===== config.mk =====
export PLATFORM = sky130hd
export DESIGN_NAME = sram_req_arbiter
export DESIGN_NICKNAME = d
export VERILOG_FILES = /design/src/rtl/sram_req_arbiter.sv
export SDC_FILE = /design/constraint.sdc
export NUM_CORES = 1
export LEC_CHECK = 0
export ABC_AREA = 0
export CORE_AREA = 2 2 125 127
export DETAILED_ROUTE_END_ITERATION = 8
export DIE_AREA = 0 0 127 129
export PLACE_DENSITY = 0.53
export SLEW_MARGIN = 5
export SYNTH_ARGS = -nofsm -noshare
export SYNTH_HDL_FRONTEND = slang
export SYNTH_SLANG_ARGS = --single-unit

===== constraint.sdc =====
create_clock -name clk -period 2.15 [get_ports clk]
set_input_delay 0.43 -clock clk [delete_from_list [all_inputs] [get_ports clk]]
set_output_delay 0.43 -clock clk [all_outputs]
set_load 0.01 [all_outputs]

===== src/rtl/sram_req_arbiter.sv =====
// Shares one sram-like port between the inst and data requesters.
// The address phase is granted data-first and held until the slave accepts it.
// Accepted request IDs go into an in-order FIFO that routes each response back.
module sram_req_arbiter #(
  parameter int unsigned OUTSTANDING = 2
) (
  input  logic        clk,
  input  logic        reset,
  input  logic        inst_sram_req,
  input  logic        inst_sram_wr,
  input  logic [1:0]  inst_sram_size,
  input  logic [3:0]  inst_sram_wstrb,
  input  logic [31:0] inst_sram_addr,
  input  logic [31:0] inst_sram_wdata,
  output logic        inst_sram_addr_ok,
  output logic        inst_sram_data_ok,
  output logic [31:0] inst_sram_rdata,
  input  logic        data_sram_req,
  input  logic        data_sram_wr,
  input  logic [1:0]  data_sram_size,
  input  logic [3:0]  data_sram_wstrb,
  input  logic [31:0] data_sram_addr,
  input  logic [31:0] data_sram_wdata,
  output logic        data_sram_addr_ok,
  output logic        data_sram_data_ok,
  output logic [31:0] data_sram_rdata,
  output logic        mem_req,
  output logic        mem_wr,
  output logic [1:0]  mem_size,
  output logic [3:0]  mem_wstrb,
  output logic [31:0] mem_addr,
  output logic [31:0] mem_wdata,
  input  logic        mem_addr_ok,
  input  logic        mem_data_ok,
  input  logic [31:0] mem_rdata,
  output logic [2:0]  outstanding,
  output logic        protocol_err
);

  localparam int unsigned PTR_W = 3;
  localparam logic [PTR_W-1:0] LAST_IDX = PTR_W'(OUTSTANDING - 1);
  localparam logic [PTR_W-1:0] CAPACITY = PTR_W'(OUTSTANDING);

  // ID encoding: 0 = inst, 1 = data
  logic             lock_vld;
  logic             lock_id;
  logic             id_fifo [8];
  logic [PTR_W-1:0] rd_ptr;
  logic [PTR_W-1:0] wr_ptr;
  logic [PTR_W-1:0] count;

  logic grant_vld;
  logic grant_id;
  logic granted_req;
  logic full;
  logic push;
  logic pop;
  logic head_id;

  // Grant selection: a held lock wins, otherwise data before inst
  always_comb begin
    grant_vld   = lock_vld | data_sram_req | inst_sram_req;
    grant_id    = lock_vld ? lock_id : data_sram_req;
    granted_req = grant_vld & (grant_id ? data_sram_req : inst_sram_req);
    full        = (count == CAPACITY);
    mem_req     = granted_req & ~full;
    push        = mem_req & mem_addr_ok;
    pop         = mem_data_ok & (count != '0);
    head_id     = id_fifo[rd_ptr];
  end

  // Request field mux toward the slave; zero when nobody is granted
  always_comb begin
    mem_wr    = 1'b0;
    mem_size  = 2'd0;
    mem_wstrb = 4'd0;
    mem_addr  = 32'd0;
    mem_wdata = 32'd0;
    if (grant_vld) begin
      if (grant_id) begin
        mem_wr    = data_sram_wr;
        mem_size  = data_sram_size;
        mem_wstrb = data_sram_wstrb;
        mem_addr  = data_sram_addr;
        mem_wdata = data_sram_wdata;
      end else begin
        mem_wr    = inst_sram_wr;
        mem_size  = inst_sram_size;
        mem_wstrb = inst_sram_wstrb;
        mem_addr  = inst_sram_addr;
        mem_wdata = inst_sram_wdata;
      end
    end
  end

  // Handshake and response routing back to the requesters
  always_comb begin
    inst_sram_addr_ok = push & ~grant_id;
    data_sram_addr_ok = push & grant_id;
    inst_sram_data_ok = pop & ~head_id;
    data_sram_data_ok = pop & head_id;
    inst_sram_rdata   = mem_rdata;
    data_sram_rdata   = mem_rdata;
    outstanding       = count;
  end

  // Grant lock: keep a presented-but-unaccepted request on the bus
  always_ff @(posedge clk or posedge reset) begin
    if (reset) begin
      lock_vld <= 1'b0;
      lock_id  <= 1'b0;
    end else if (push) begin
      lock_vld <= 1'b0;
    end else if (mem_req) begin
      lock_vld <= 1'b1;
      lock_id  <= grant_id;
    end else if (lock_vld && !granted_req) begin
      lock_vld <= 1'b0;
    end
  end

  // In-order ID FIFO of accepted requests
  always_ff @(posedge clk or posedge reset) begin
    if (reset) begin
      for (int i = 0; i < 8; i++) id_fifo[i] <= 1'b0;
      rd_ptr <= '0;
      wr_ptr <= '0;
      count  <= '0;
    end else begin
      if (push) begin
        id_fifo[wr_ptr] <= grant_id;
        wr_ptr <= (wr_ptr == LAST_IDX) ? '0 : wr_ptr + PTR_W'(1);
      end
      if (pop) begin
        rd_ptr <= (rd_ptr == LAST_IDX) ? '0 : rd_ptr + PTR_W'(1);
      end
      if (push && !pop) begin
        count <= count + PTR_W'(1);
      end else if (pop && !push) begin
        count <= count - PTR_W'(1);
      end
    end
  end

  // Sticky flag for a slave response with nothing outstanding
  always_ff @(posedge clk or posedge reset) begin
    if (reset) begin
      protocol_err <= 1'b0;
    end else if (mem_data_ok && (count == '0)) begin
      protocol_err <= 1'b1;
    end
  end

endmodule


==> run_results.csv <==
group,metric,value,unit
grt,grt_pass1_vias,2747,
logic_synthesis,synth_compound_area_frac,0.2942,
pwr,power_leakage,2.097,nW
die,dieArea,0.01638,sq mm
routing,viasPerCell,4.194,
hold_path,hp-class,"primary input to asynchronous set/reset pin",
timing,worst_pin_slew,0.3559,ns
logic_synthesis,synthXorXnorAreaFrac,0.02710,
routing,drc,0,
timing,timing.final.crit_period,2.226,ns
grt,grt_pass1_wl,16790,um
routing,vias,2634,
cells_and_area,synthToLayoutAreaGrowth,108.4,%
routing,dr.pass1.iters,4,
routing,postRouteWirelength,11710,um
logic_synthesis,synth_area_leaders,"a22o_1 (27%), dfrtp_1 (22%), buf_4 (21%)",
place,hpwl,9741,um
logic_synthesis,syn_area_per_cell,9.387,sq um
critical_path,worstSetupPathType,"register to primary output",
timing,finalSetupViolations,50,
clocking,clk_latency,0.25,ns
logic_synthesis,synthFlopType,"dfrtp_1",
logic_synthesis,synth_seq_area_share,0.2212,
timing,hold_viol,0,
die,initial_core_util,0.1510,
routing,antenna_left,0,
timing,grt_setup_unrepaired,"true",
critical_path,critPathLaunchType,"register",
run_status,violations,"negative setup slack",
pwr,irDropWorstVdd,318.0,uV
timing,fmax,449.3,MHz
die,die_w,127,um
cells_and_area,seqCellArea,501.7,sq um
cells_and_area,n_antenna_cell,0,
cells_and_area,drive_gt1_frac,0.3773,
die,pin_count,324,
grt,overflow,0,
clocking,clock_sinks,20,
logic_synthesis,syn_inst,241,
place,io_buffers,227,
logic_synthesis,synth_warnings,0,
die,fp.coreArea,0.01498,sq mm
timing,skew,0.002840,ns
run,maxCapViolCount,0,
timing,slew_viol_final,0,
clocking,hold_buffers,0,
cells_and_area,final_util,0.3148,
pwr,power_per_cell_area,1001,mW/mm^2
logic_synthesis,yosys.area_share.simple,0.09237,
cells_and_area,layout_commonest_cell,"clkdlybuf4s50_1",
logic_synthesis,yosys.area.top_type,"a22o_1",
cells_and_area,layout_common_cells,"clkdlybuf4s50_1 (149), a22o_1 (67), buf_2 (62)",
clocking,root_buffer,"clkbuf_16",
logic_synthesis,synth_area,0.002262,sq mm
run_status,status,"finished, violations left",
clocking,path_clk_slew,0.06,ns
clocking,cts_tree,"built",
logic_synthesis,synth_cell_types,34,
timing,setup_slack,-0.07581,ns
cells_and_area,final_area,0.004715,sq mm
logic_synthesis,synth_edf_count,0,
clocking,cts_made_buffers,3,
place,placed_area,0.004494,sq mm
cells_and_area,fill_cells,1598,
grt,grt_max_degree,35,
grt,antenna_found_initial,0,
timing,tns,-1.432,ns
critical_path,endpoint_kind,"primary output",
timing,finalCritPeriodShare,1.035,
cells_and_area,multiInputGateArea,0.001275,sq mm
critical_path,worstPathRequired,1.72,ns
critical_path,critPathArrivalTime,1.80,ns
die,rows,45,
logic_synthesis,synthAdderAreaFrac,0.01438,
logic_synthesis,synth.top_cell.area_share,0.2749,
grt,grt_usage,0.1324,
place,gp_congestion,0.9674,
clocking,htree_levels,1,
logic_synthesis,synthMuxAreaShare,0.09237,
logic_synthesis,syn-num-nets,423,
logic_synthesis,ys_ff_latch,20,
critical_path,cp_max_fo,30,
routing,drtIter0Drc,53,
place,dp_slack,-0.5660,ns
routing,wl_per_cell,18.64,um
timing,slew-limit-headroom,0.7594,
clocking,cts_buffer_depth,2,
die,die_h,129,um
cells_and_area,fin_nets,623,
logic_synthesis,synthArstFlopShare,1.000,
logic_synthesis,synth_top_family_by_area,"compound AO/OA/AOI/OAI gates",
[metal layers]
metal,vias to the layer above,GRT usage,part of all wire,wire length [um]
li1,1237,-,-,-
met1,1213,0.1615,0.40,4667
met2,173,0.2340,0.50,5901
met3,11,0.03825,0.085,1000
met4,0,0.02521,0.012,138
met5,-,0,0,0
[final timing paths]
check / from / end / slack, ns / depth (start not counted)
worst max-delay path: lock_vld / mem_addr[1] / -0.08 / 5
worst min-delay path: reset / rd_ptr[0] / 0.44 / 2
worst max register to register: lock_id / outstanding[1] / 0.07 / 7
worst min register to register: protocol_err / protocol_err / 0.45 / 1
max in group asynchronous: reset / lock_id / 1.20 / 3
min in group clk: protocol_err / protocol_err / 0.45 / 1
[synthesized netlist by cell type (4+ instances only)]
library cell / n
nor4_1: 4
a22o_1: 71
mux2_4: 5
dfrtp_1: 20
nor3_2: 4
buf_4: 64
xor2_1: 4
buf_2: 8
mux2_2: 7
nor2_1: 6
nand2_1: 5
clkbuf_1: 6
inv_1: 6
[flip-flops by register name, summed over array words and instances, names as in the netlist]
signal        count
outstanding       3
wr_ptr            3
id_fifo           8
lock_id           1
protocol_err      1
lock_vld          1
rd_ptr            3
[stage by stage]
stage	total power [W]	hold WS [ns]	instances
floorplan	0.002153	0.3938	241
global placement	0.003975	0.4367	604
detailed placement	0.004021	0.4446	604
CTS	0.004628	0.4566	624
global route	0.005013	0.4689	628
finish	0.004719	0.4431	628
[power by group]
part           internal (W)  leakage, nW  switching, W
combinational       0.00212         1.80       0.00159
sequential         0.000477        0.255      0.000109
clock              0.000284       0.0442      0.000139
total               0.00288         2.10       0.00184
[cell families after synthesis]
family                     Yosys count
DFF                                 20
muxes                               15
buffers and inverters               87
AOI/OAI and AO/OA                   76
and+or+nand+nor                     34
adders and majority gates            2
xor gates and xnor gates             7
[area by class of cell]
| class | count | share of cell area |
|---|---|---|
| tap | 188 | 0.04989 |
| sequential | 20 | 0.1064 |
| inverter | 6 | 0.004777 |
| timing repair buffer | 276 | 0.5496 |
| clock buffer | 4 | 0.01884 |
| multi-input combinational | 134 | 0.2704 |
[timing repair]
action	4_1_cts	5_1_grt
pin swaps	9	11
setup buffers	12	2
endpoints found under the setup margin	78	78
gates resized for setup	338	23
cloned	4	2
[critical path: stages, from the launching register on]
cell,delay (ns)
dfrtp_1,0.42
buf_4,0.15
mux2_4,0.34
buf_12,0.18
a22o_4,0.28
buf_2,0.15
No activity file was read; power rests on OpenSTA's default activity.
